**src/rtl/mux_n_reg.sv**
```systemverilog
// Registered N-way multiplexer with a valid/ready handshake and a 2-entry skid buffer.
// Out-of-range selects load RESET_VALUE and raise a one-cycle sel_err pulse.
module mux_n_reg #(
  parameter int               WIDTH       = 32,
  parameter int               NUM_IN      = 4,
  parameter int               SEL_W       = 2,
  parameter logic [WIDTH-1:0] RESET_VALUE = '0
) (
  input  logic                    clock,
  input  logic                    reset,
  input  logic [NUM_IN*WIDTH-1:0] in_bus,
  input  logic [SEL_W-1:0]        sel,
  input  logic                    in_valid,
  output logic                    in_ready,
  output logic [WIDTH-1:0]        out_data,
  output logic                    out_valid,
  input  logic                    out_ready,
  input  logic                    flush,
  output logic                    sel_err
);

  typedef enum logic [1:0] {
    EMPTY = 2'd0,
    ONE   = 2'd1,
    TWO   = 2'd2
  } state_t;

  state_t           state;
  logic [WIDTH-1:0] skid;
  logic [WIDTH-1:0] word;
  logic             bad;
  logic             accept;
  logic             consume;

  // A select that matches no input falls through to RESET_VALUE and is flagged.
  always_comb begin
    word = RESET_VALUE;
    bad  = 1'b1;
    for (int k = 0; k < NUM_IN; k++) begin
      if (sel == SEL_W'(k)) begin
        word = in_bus[k*WIDTH +: WIDTH];
        bad  = 1'b0;
      end
    end
  end

  assign accept  = in_valid & in_ready;
  assign consume = out_valid & out_ready;

  // in_ready and out_valid are registered alongside the state so in_ready never
  // depends combinationally on out_ready.
  always_ff @(posedge clock or posedge reset) begin
    if (reset) begin
      state     <= EMPTY;
      out_valid <= 1'b0;
      in_ready  <= 1'b1;
      out_data  <= RESET_VALUE;
      skid      <= RESET_VALUE;
      sel_err   <= 1'b0;
    end else if (flush) begin
      state     <= EMPTY;
      out_valid <= 1'b0;
      in_ready  <= 1'b1;
      out_data  <= RESET_VALUE;
      sel_err   <= 1'b0;
    end else begin
      sel_err <= accept & bad;
      case (state)
        EMPTY: begin
          if (accept) begin
            state     <= ONE;
            out_valid <= 1'b1;
            out_data  <= word;
          end
        end
        ONE: begin
          if (accept && consume) begin
            out_data <= word;
          end else if (accept) begin
            state    <= TWO;
            skid     <= word;
            in_ready <= 1'b0;
          end else if (consume) begin
            state     <= EMPTY;
            out_valid <= 1'b0;
          end
        end
        TWO: begin
          if (consume) begin
            state    <= ONE;
            out_data <= skid;
            in_ready <= 1'b1;
          end
        end
        default: begin
          state     <= EMPTY;
          out_valid <= 1'b0;
          in_ready  <= 1'b1;
          out_data  <= RESET_VALUE;
        end
      endcase
    end
  end

endmodule

```
**config.mk**
```make
export PLATFORM = sky130hd
export DESIGN_NAME = mux_n_reg
export DESIGN_NICKNAME = d
export VERILOG_FILES = /design/src/rtl/mux_n_reg.sv
export SDC_FILE = /design/constraint.sdc
export NUM_CORES = 1
export LEC_CHECK = 0
export ABC_AREA = 0
export CAP_MARGIN = 20
export CORE_MARGIN = 8
export CORE_UTILIZATION = 47
export DETAILED_ROUTE_END_ITERATION = 6
export GPL_TIMING_DRIVEN = 0
export PLACE_DENSITY = 0.9
export SLEW_MARGIN = 40
export SYNTH_ARGS = -nofsm -noshare
export SYNTH_HDL_FRONTEND = slang
export SYNTH_SLANG_ARGS = --single-unit
```
**constraint.sdc**
```tcl
create_clock -name clock -period 3.5 [get_ports clock]
set_input_delay 0.875 -clock clock [delete_from_list [all_inputs] [get_ports clock]]
set_output_delay 0.875 -clock clock [all_outputs]
set_load 0.01 [all_outputs]
```
---- After elaboration in Yosys (flattened, before gate mapping) ----
Index checks and enable logic that the tools add are counted.
storage, ports and cells
  bits in registers ....................... 69
  input bits .............................. 135
  word-level logic and storage cells ...... 66
cells by class
  equality and inequality tests ........... 15
  multiplexer cells ....................... 32
  bitwise operators ....................... 5
  reductions and logical operators ........ 8
operators by type and width
  operator                                        count
  two-way mux 32 bit                              8
  one-hot mux 32 bit (3 select lines)             1
  != test 3 bit (second input constant)           7
  two-way mux 1 bit                               14
  two-way mux 2 bit                               6
  AND reduction 4 bit                             3
  == test 2 bit (second input constant)           3
  one-hot mux 1 bit (3 select lines)              2
  one-hot mux 2 bit (3 select lines)              1
  AND reduction 5 bit                             1
  == test 2 x 1 -> 1 bit (second input constant)  2
  zero test 2 bit                                 2
  != test 2 bit (second input constant)           2
  != test 4 bit (second input constant)           1
  bitwise AND 1 bit                               3
  AND reduction 3 bit                             1
  NOT 1 bit                                       2
  logical AND 1 bit                               1

---- Longest topological paths before layout ----
  word-level depth ........................ 8
  depth in mapped cells ................... 7
  depth with buffers taken out ............ 4

---- Worst setup path after synthesis ----
Ideal clock, no wire load.
  kind .................................... input port to flip-flop
  from .................................... in sel[0]
  to ...................................... reg skid[16]
  data arrival time ....................... 1929 ps
  setup slack ............................. 1443 ps
  stages on the path ...................... 4
  cell sequence ........................... buf_6 buf_6 mux4_2 mux2_1
on the way
  word-level cells in the longest chain between the ends .. 5
ends and longest elaborated chain
  element                           RTL line  source
  start: declaration                12        input logic [SEL_W-1:0] sel,
  zero test 2 bit                   40        if (sel == SEL_W'(k)) begin
  two-way mux 32 bit (3 in series)  40
  two-way mux 32 bit *              40
  end signal: assignment            81        skid <= word;
  end: declaration                  29        logic [WIDTH-1:0] skid;
Every way passes the cells marked *; elsewhere a longest branch is shown, timed or not.
A chain may end at the register's enable or synchronous reset.

---- Final worst setup path ----
  from .................................... reg out_valid
  to ...................................... out out_valid
RTL lines
  element                   RTL line  source
  start: declaration        16        output logic out_valid,
  start signal: assignment  55        out_valid <= 1'b0;
  start signal: assignment  62        out_valid <= 1'b0;
  start signal: assignment  72        out_valid <= 1'b1;
No word-level cell between the ends.

==> results_dict.tcl <==
set metrics [dict create \
    status "finished, final reports clean" \
    antenna_found_initial 0 \
    finalNetCount 643 \
    hold_buffers 0 \
    hp-class "flip-flop to flip-flop" \
    post_dp_cell_area_um2 5940 \
    tightestPinTransition_ns 0.739 \
    initialDrtViolationCount 183 \
    rsz0062_at_grt "false" \
    net-switching-power_mw 1.01 \
    antenna_left 0 \
    finalSetupTns_ns 0 \
    root_buffer "clkbuf_8" \
    routed_wl_mm 12.7 \
    maxSlewViolCount 0 \
    timing.final.crit_period_ns 2.35 \
    drive_above_1_share_pct 26.1 \
    comb_power_share_pct 39.6 \
    h-tree-depth 3 \
    synth.distinct_cells 33 \
    grt_start_max_net_pins 46 \
    die_area_um2 11900 \
    ys_ff_latch 69 \
    cts-resized-gates 0 \
    synth_fp_nets 463 \
    core_area_um2 8590 \
    synth_xor_area_share_pct 0 \
    synth_top_family_by_area "multiplexers" \
    crit_path_start_kind "flip-flop" \
    powerDensity_nw_per_um2 519 \
    viasPerCell 5.64 \
    cts_tree "built" \
    cts.clk_slew.worst_paths_ns 0.07 \
    grt_use_total_pct 21.8 \
    cp_max_fo 7 \
    max-vdd-ir-drop_uv 264 \
    start_util_pct 47.6 \
    synth.avg_cell_area_um2 12.5 \
    insertion_delay_ns 0.36 \
    clockBufferDepth 2 \
    fmax_mhz 425 \
    num_io_pins 170 \
    cts_setup_buffers 0 \
    whs_path_depth 1 \
    cp_data_required_time_ns 2.62 \
    end_kind "output port" \
    slew_headroom_pct 50.7 \
    numCtsBuffers 9 \
    yosys.area_share.simple_pct 8.57 \
    min_to "skid[5]" \
    drc 0 \
    numPortBuffers 168 \
    synth-adder-area-share_pct 0 \
    final_area_um2 6150 \
    r2r-end "skid[16]" \
    nFillCells 607 \
    grt_pass1_wl_mm 19.8 \
    worstPathCellList "clkdlybuf4s50_1" \
    p_int_mw 2.18 \
    netlist_instances 328 \
    stdcell_count 621 \
    r2r-start "in_ready" \
    final_core_utilization_pct 71.5 \
    leakagePower_nw 2.40 \
    gp_congestion 0.792 \
    wl_per_cell_um 20.5 \
    cts_sinks 69 \
    seq_power_share_pct 38.8 \
    diodes 0 \
    crit_type "flip-flop to output port" \
    die_h_um 109 \
    rrSetupSlack_ns 1.67 \
    drv_cap 0 \
    crit_buf_inv 1 \
    hold_start "skid[5]" \
    place_hpwl_mm 9.96 \
    areaGrowthSynthToFinish_pct 50.3 \
    overflow 0 \
    drt_first_pass_iters 4 \
    reg2regPathDepth 5 \
    fin_crit_sh_pct 67.3 \
    core.rowCount 34 \
    die_x_um 109 \
    post-place-cells 605 \
    swShare_pct 31.8 \
    path_delay_family "buffers and inverters" \
    crit_arrival_ns 1.48 \
    vias 3503 \
    synth_compound_gate_area_share_pct 17.6 \
    synth.mux.area_fraction_pct 26.4 \
    syn-cell-area_um2 4090 \
    first_global_vias 4033 \
    finalSetupViolations 0 \
    clock_skew_ns 0.0145 \
    slowest_delay_ns 0.63 \
    clockPowerShare_pct 21.6 \
    hold_viol 0 \
    ys_seq_area_share_pct 42.2 \
    critPathSlowestCell "clkdlybuf4s50_1" \
    ys_warn_count 0 \
]
stage by stage:
step | hold WS, ns | power, mW | setup WS [ns]
floorplan | 0.464 | 1.97 | 0.887
global placement | 0.473 | 2.44 | -0.226
detailed placement | 0.482 | 2.51 | 0.837
CTS | 0.500 | 3.21 | 1.14
global route | 0.516 | 3.36 | 1.06
finish | 0.498 | 3.19 | 1.15
state kept, by name, indices dropped and copies added, names as in the netlist:
name / cells
in_ready: 1
sel_err: 1
skid: 32
out_data: 32
out_valid: 1
state: 2
synth_stat cells, drive strengths merged:
cell type / count / area share, %
a211oi: 7 / 2.0
a21boi: 1 / 0.28
a21oi: 42 / 5.1
a311oi: 26 / 9.2
a31oi: 1 / 0.15
and2: 1 / 0.15
buf: 24 / 4.1
clkbuf: 9 / 0.83
conb: 1 / 0.092
dfrtp: 68 / 42
dfstp: 1 / 0.64
inv: 2 / 0.18
mux2: 32 / 8.8
mux4: 32 / 18
nand2: 53 / 4.9
nand3: 1 / 0.12
nand3b: 11 / 2.0
nor2: 9 / 0.89
nor2b: 1 / 0.15
o21ai: 2 / 0.34
o21bai: 1 / 0.18
o32ai: 1 / 0.21
or2: 2 / 0.31
placed cells by master, fill, tap and decap left out, drive strengths merged, types with 2 or more instances in the layout:
master,Yosys,routed
clkbuf,9,22
nor2,9,9
o21ai,2,2
buf,24,25
mux2,32,32
nand2,53,53
clkdlybuf4s50,0,168
nand3b,11,11
mux4,32,32
a211oi,7,7
a311oi,26,26
dfrtp,68,68
a21oi,42,42
or2,2,2
inv,2,2
cell type report:
type                       count  area (µm²)  area share [%]
inverter                       2        10.0           0.163
timing repair buffer         169        1710            27.8
multi-input combinational    224        2150            35.0
clock inverter                 3        42.5           0.692
clock buffer                  13         169            2.75
buffer                        33         201            3.28
sequential                    69        1730            28.1
tap                          108         135            2.20
worst max-delay path by stage:
stage,startpoint,end,slack [ns],cells past startpoint
floorplan,reset,out_data[0],0.89,1
global placement,reset,sel_err,-0.23,2
detailed placement,sel[1],out_data[0],0.84,5
CTS,in_ready,in_ready,1.14,1
global route,out_ready,out_data[15],1.06,6
finish,out_valid,out_valid,1.15,1
power groups by stage:
stage	clock network (mW)	logic (mW)	registers, mW
5_1_grt	0.733	1.36	1.27
3_5_place_dp	0	1.27	1.25
2_1_floorplan	0	0.716	1.26
4_1_cts	0.699	1.27	1.23
6_report	0.691	1.26	1.24
3_3_place_gp	0	1.22	1.23
routing by layer:
metal  global-route usage (%)  part of all wire, %  vias up
li1                         -                    -     1610
met1                     23.8                   37     1745
met2                     39.4                   54      131
met5                        0                    0        -
met3                     5.26                  7.4       17
met4                     9.55                  1.6        0
logic make-up (layout without fill, tap and decap cells):
logic type / Yosys count / in the layout
muxes: 64 / 64
buffers and inverters: 35 / 220
other: 1 / 1
DFF: 69 / 69
AOI/OAI and AO/OA: 81 / 81
and+or+nand+nor: 78 / 78
Power figures use the tool's default switching activity.
==> patch 1 (same flow settings) <==
`SEL_W`: 2 -> 3.
--- a/src/rtl/mux_n_reg.sv
+++ b/src/rtl/mux_n_reg.sv
@@ -3,7 +3,7 @@
 module mux_n_reg #(
   parameter int               WIDTH       = 32,
   parameter int               NUM_IN      = 4,
-  parameter int               SEL_W       = 2,
+  parameter int               SEL_W       = 3,
   parameter logic [WIDTH-1:0] RESET_VALUE = '0
 ) (
   input  logic                    clock,
Interface: changed (resized sel); port bits go from 170 to 171. No check against the original RTL was run, so the function may have changed too.
==> patch 1 against the original RTL <==
Combinational power up 12%. Design area is 18% higher. Wire length grew 34%. Synthesized area is 24% higher. Sequential share of layout area down 4.2 points. Sequential cell count did not move. Non-clock buffer count up 28. Setup slack worse by 0.037 ns. Total power rose by 9.4%. Register-to-register slack hardly changed. Critical endpoint is now in_ready.
==> patch 1: results (changes against the original RTL) <==
Parameter                              Value

STA
  Final clock skew    0.0127 ns (-0.00179 ns)
  Relative slew slack    64.7% (+14 points)

Critical path
  Cell family with the largest share of critical-path delay    flip-flops
  Largest driver fanout on the critical path    8 (+1)

Pwr
  Worst-case vdd ir drop    0.264 mV (+0.25%)
  Leakage    3.28 nW (+37%)
  Clock group    0.834 mW (+21%)
  Net switching fraction of the power    31.7% (-0.085 points)

Clocking
  Clock latency reported for the late side of the worst-skew pair    0.34 ns (-0.02 ns)

Detailed routing
  Via density per instance    6.18 (+9.5%)
  Drt initial violations    241 (+32%)
  Vias after detailed routing    4792 (+37%)

Yosys
  Area fraction in compound gates after synthesis    28.5% (+11 points)
  Mux cell area share after synthesis    21.9% (-4.5 points)
  Most frequent cells after synthesis    dfrtp_1, mux2_2, and3b_1
  Biggest area contributors in the synthesized netlist    dfrtp_1, mux2_2, mux2i_1
  Syn Inst Count    451 (+38%)

Layout
  Final net count    767 (+19%)
  Number of fill cells in the layout    785 (+29%)
  Fraction of final layout cells sized beyond drive strength 1    22.0% (-4.1 points)

Placement
  HPWL reported at the end of detailed placement    13100 um (+31%)
  Placed insts    760 (+26%)
  Global placer's final weighted congestion    0.921 (+16%)

Status
  Outcome    completed

Global routing
  All-layer global routing usage    23.3% (+1.5 points)
  Maximum number of pins on one net before global-route repair    41 (-11%)
  Via count of the first global-routing pass    5261 (+30%)
  First-pass GRT wire length    27000 um (+36%)
==> patch 1: through the flow <==
stage | setup WS, ns | util (%) | power [mW] | instance area [um2]
2_1_floorplan | 0.887 | - | 2.05 | 5090
3_3_place_gp | -0.198 | 64.9 | 2.58 | 6940
3_5_place_dp | 0.822 | 65.1 | 2.66 | 6970
4_1_cts | 1.10 | 67.5 | 3.49 | 7230
5_1_grt | 1.06 | 67.5 | 3.66 | 7230
6_report | 1.11 | 67.5 | 3.49 | 7230
==> patch 1: cell type report <==
| cell class | count | area [um2] | area share (%) |
|---|---|---|---|
| Timing Repair Buffer | 169 | 1700 | 23.5 |
| Clock inverter | 3 | 90.1 | 1.25 |
| Buffer | 61 | 374 | 5.18 |
| Inverter | 3 | 13.8 | 0.190 |
| Multi-Input combinational cell | 318 | 2970 | 41.2 |
| Sequential cell | 69 | 1730 | 23.9 |
| Clock buffer | 13 | 169 | 2.34 |
| Tap cell | 140 | 175 | 2.42 |
==> patch 1: final timing paths <==
path,from,end,slack (ns),cells past startpoint
worst min register to register,skid[31]$_DFFE_PP0P_,skid[31]$_DFFE_PP0P_,0.48,1
worst min-delay path,skid[31]$_DFFE_PP0P_,skid[31]$_DFFE_PP0P_,0.48,1
worst max-delay path,in_ready$_DFFE_PP1P_,in_ready,1.11,1
min in group asynchronous,reset,skid[16]$_DFFE_PP0P_,0.88,2
worst max register to register,in_ready$_DFFE_PP1P_,out_data[22]$_DFFE_PP0P_,1.67,4
max in group asynchronous,reset,skid[0]$_DFFE_PP0P_,2.05,3
==> patch 1: layer usage <==
layer | track usage [%] | vias to the layer above | wire length [um]
met5 | 0 | - | 0
met4 | 7.03 | 0 | 396
met3 | 6.76 | 31 | 1350
met2 | 40.3 | 259 | 8450
met1 | 27.4 | 2326 | 6840
li1 | - | 2176 | -
==> patch 2 (same settings) <==
Made on the original files. Encoding of `state_t`: now one-hot (3 bits for 3 states).
--- a/src/rtl/mux_n_reg.sv
+++ b/src/rtl/mux_n_reg.sv
@@ -19,10 +19,10 @@
   output logic                    sel_err
 );
 
-  typedef enum logic [1:0] {
-    EMPTY = 2'd0,
-    ONE   = 2'd1,
-    TWO   = 2'd2
+  typedef enum logic [2:0] {
+    EMPTY = 3'b001,
+    ONE   = 3'b010,
+    TWO   = 3'b100
   } state_t;
 
   state_t           state;
Function: no difference found for any inputs over 4 cycles, from zero or initial values and one cycle with reset high; so few cycles prove little.
==> patch 2 against the original RTL <==
Final cell count grew 2.3%. Wire length grew 5.5%. Total power shrank 18%. Maximum frequency shrank 8.5%. Setup slack lost 0.22 ns. Design area grew 3.3%. Count of clock-buffer cells in the layout shrank 3. Die area grew 3.9%. Synthesized area grew 4.5%. Critical path depth grew 4. Sequential cell count grew 1. Via count grew 6.1%. Sequential share of layout area shrank 0.49 points. Critical endpoint is now out_data[13]$_DFFE_PP0P_. Largest power group is now sequential cells.
==> patch 2: results (changes against the original RTL) <==
Parameter                              Value

Status
  Outcome    completed

Clocking
  Cell chosen for the clock root    clkbuf_8
  Number of levels the H-tree was split into    3 (unchanged)
  Number of buffers inserted to repair setup after CTS    0 (unchanged)
  Inserted Clock Buffers    9 (unchanged)
  Maximum clock insertion buffer count    2 (unchanged)
  Resized Gates After CTS    0 (unchanged)
  Clock latency reported for the late side of the worst-skew pair    0.36 ns (about the same)
  Clock-pin transition on the worst setup and hold timing paths    0.09 ns (+0.02 ns)

Global routing
  All-layer global routing usage    21.8% (about the same)
  Maximum number of pins on one net before global-route repair    43 (-6.5%)
  Met2 usage    37.5% (-1.9 points)
  First-pass GRT wire length    21900 um (+10%)
  Via count of the first global-routing pass    4287 (+6.3%)
  Initial antenna violation count    0 (unchanged)
  Met1 Track Usage GR    24.3% (+0.48 points)
  Met3 usage in global routing    8.39% (+3.1 points)

Layout
  ANT cells    0 (unchanged)
  Leading registers by flop count    out_data: 32 flops, skid: 32 flops, state: 3 flops
  Final net count    654 (+1.7%)
  Number of standard cells in the final layout excluding fillers    635 (+2.3%)
  Fraction of final layout cells sized beyond drive strength 1    25.4% (-0.74 points)

Detailed routing
  Pre-Repair DR Iteration Count    4 (unchanged)
  Vias after detailed routing    3716 (+6.1%)
  Drt initial violations    229 (+25%)
  Total wire length after detailed routing    13400 um (+5.5%)

Yosys
  Count of unique library cells instantiated by Yosys    36 (+9.1%)
  Average instance area after synthesis    12.6 um2 (+1.1%)
  Portion of the post-synthesis area used by sequential elements    41.0% (-1.2 points)
  Synth async-reset ratio    100% (unchanged)
  Net Count, Synth    474 (+2.4%)
  Most frequent cells after synthesis    dfrtp_1, a21oi_1, mux4_2, o21ai_0, mux2_4
  Biggest area contributors in the synthesized netlist    dfrtp_1, mux4_2, mux2_4
  Total number of yosys warnings    0 (unchanged)

Placement
  Dpl ws    0.568 ns (-0.268 ns)
  Global placer's final weighted congestion    0.831 (+4.9%)
  Area of placed instances    6120 um2 (+3.1%)
  Number of port buffers    168 (unchanged)
  Placed insts    619 (+2.3%)
  HPWL reported at the end of detailed placement    10300 um (+3.7%)

Pwr
  Relative contribution of combinational cells to total power    32.6% (-7.0 points)
  Net switching fraction of the power    29.2% (-2.6 points)
  Group drawing the most power    sequential cells
  Seq pwr share    38.5% (-0.3 points)
  Leakage    2.60 nW (+8.1%)
  Worst-case vdd ir drop    0.199 mV (-24%)
  Sequential Power    1.01 mW (-19%)

Critical path
  CP max stage delay    0.60 ns (-0.03 ns)
  Signal arrival time at the worst endpoint    2.79 ns (+1.31 ns)
  Max stage delay cell, worst path    clkdlybuf4s50_1
  Category of the most critical setup path    in2reg
  Largest driver fanout on the critical path    10 (+3)
  Cell family with the largest share of critical-path delay    buffers and inverters

Worst hold path
  Hold Crit Class    reg2reg

STA
  Final clock skew    0.0151 ns (+0.000645 ns)
  Final Setup Violations    0 (unchanged)
  Relative slew slack    49.5% (-1.2 points)
## patch 2: layer usage
metal / vias to the layer above / wire length, um
li1: 1671 / -
met1: 1852 / 5160
met2: 173 / 6820
met3: 20 / 1160
met4: 0 / 243
met5: - / 0
## patch 2: layout make-up
cell class	count	area [um2]
buffer	35	220
tap	111	139
timing repair buffer	169	1700
multi-input combinational	233	2300
sequential	70	1750
fill	648	2670
inverter	1	8.76
clock inverter	6	93.8
clock buffer	10	138
## patch 2: path summary, 6_finish.rpt
kind                                      start                  endpoint  slack (ns)  cells past startpoint
setup / recovery                         sel[1]  out_data[13]$_DFFE_PP0P_        0.93                      5
hold / removal             skid[18]$_DFFE_PP0P_      skid[18]$_DFFE_PP0P_        0.51                      1
max in group asynchronous                 reset      state[0]$_DFFE_PP1P_        2.07                      3
min in group asynchronous                 reset      skid[16]$_DFFE_PP0P_        0.84                      2
setup reg to reg           in_ready$_DFFE_PP1P_      skid[14]$_DFFE_PP0P_        1.52                      5
hold reg to reg            skid[18]$_DFFE_PP0P_      skid[18]$_DFFE_PP0P_        0.51                      1
## patch 2: worst reg2reg max path: cells and delay by family (launching register included)
family / cells / cell delay [ns]
mux: 1 / 0.31
flops: 1 / 0.58
buf+inv: 1 / 0.28
simple gates: 3 / 0.70
## patch 2: kinds of logic (layout without fill, tap and decap cells)
logic type | Yosys count | after routing | synth area share, %
other cells | 1 | 1 | 0.0877
compound gates | 139 | 139 | 21.4
buf+inv | 36 | 221 | 5.24
mux | 64 | 64 | 27.8
xor+xnor | 3 | 3 | 0.615
simple gates | 26 | 26 | 3.78
flops | 70 | 70 | 41.0
## patch 2: stage by stage
step	hold WS, ns	util [%]
after floorplan	0.474	-
after global placement	0.482	67.6
after detailed placement	0.488	67.9
after CTS	0.507	70.4
after global routing	0.515	70.4
final	0.511	70.4
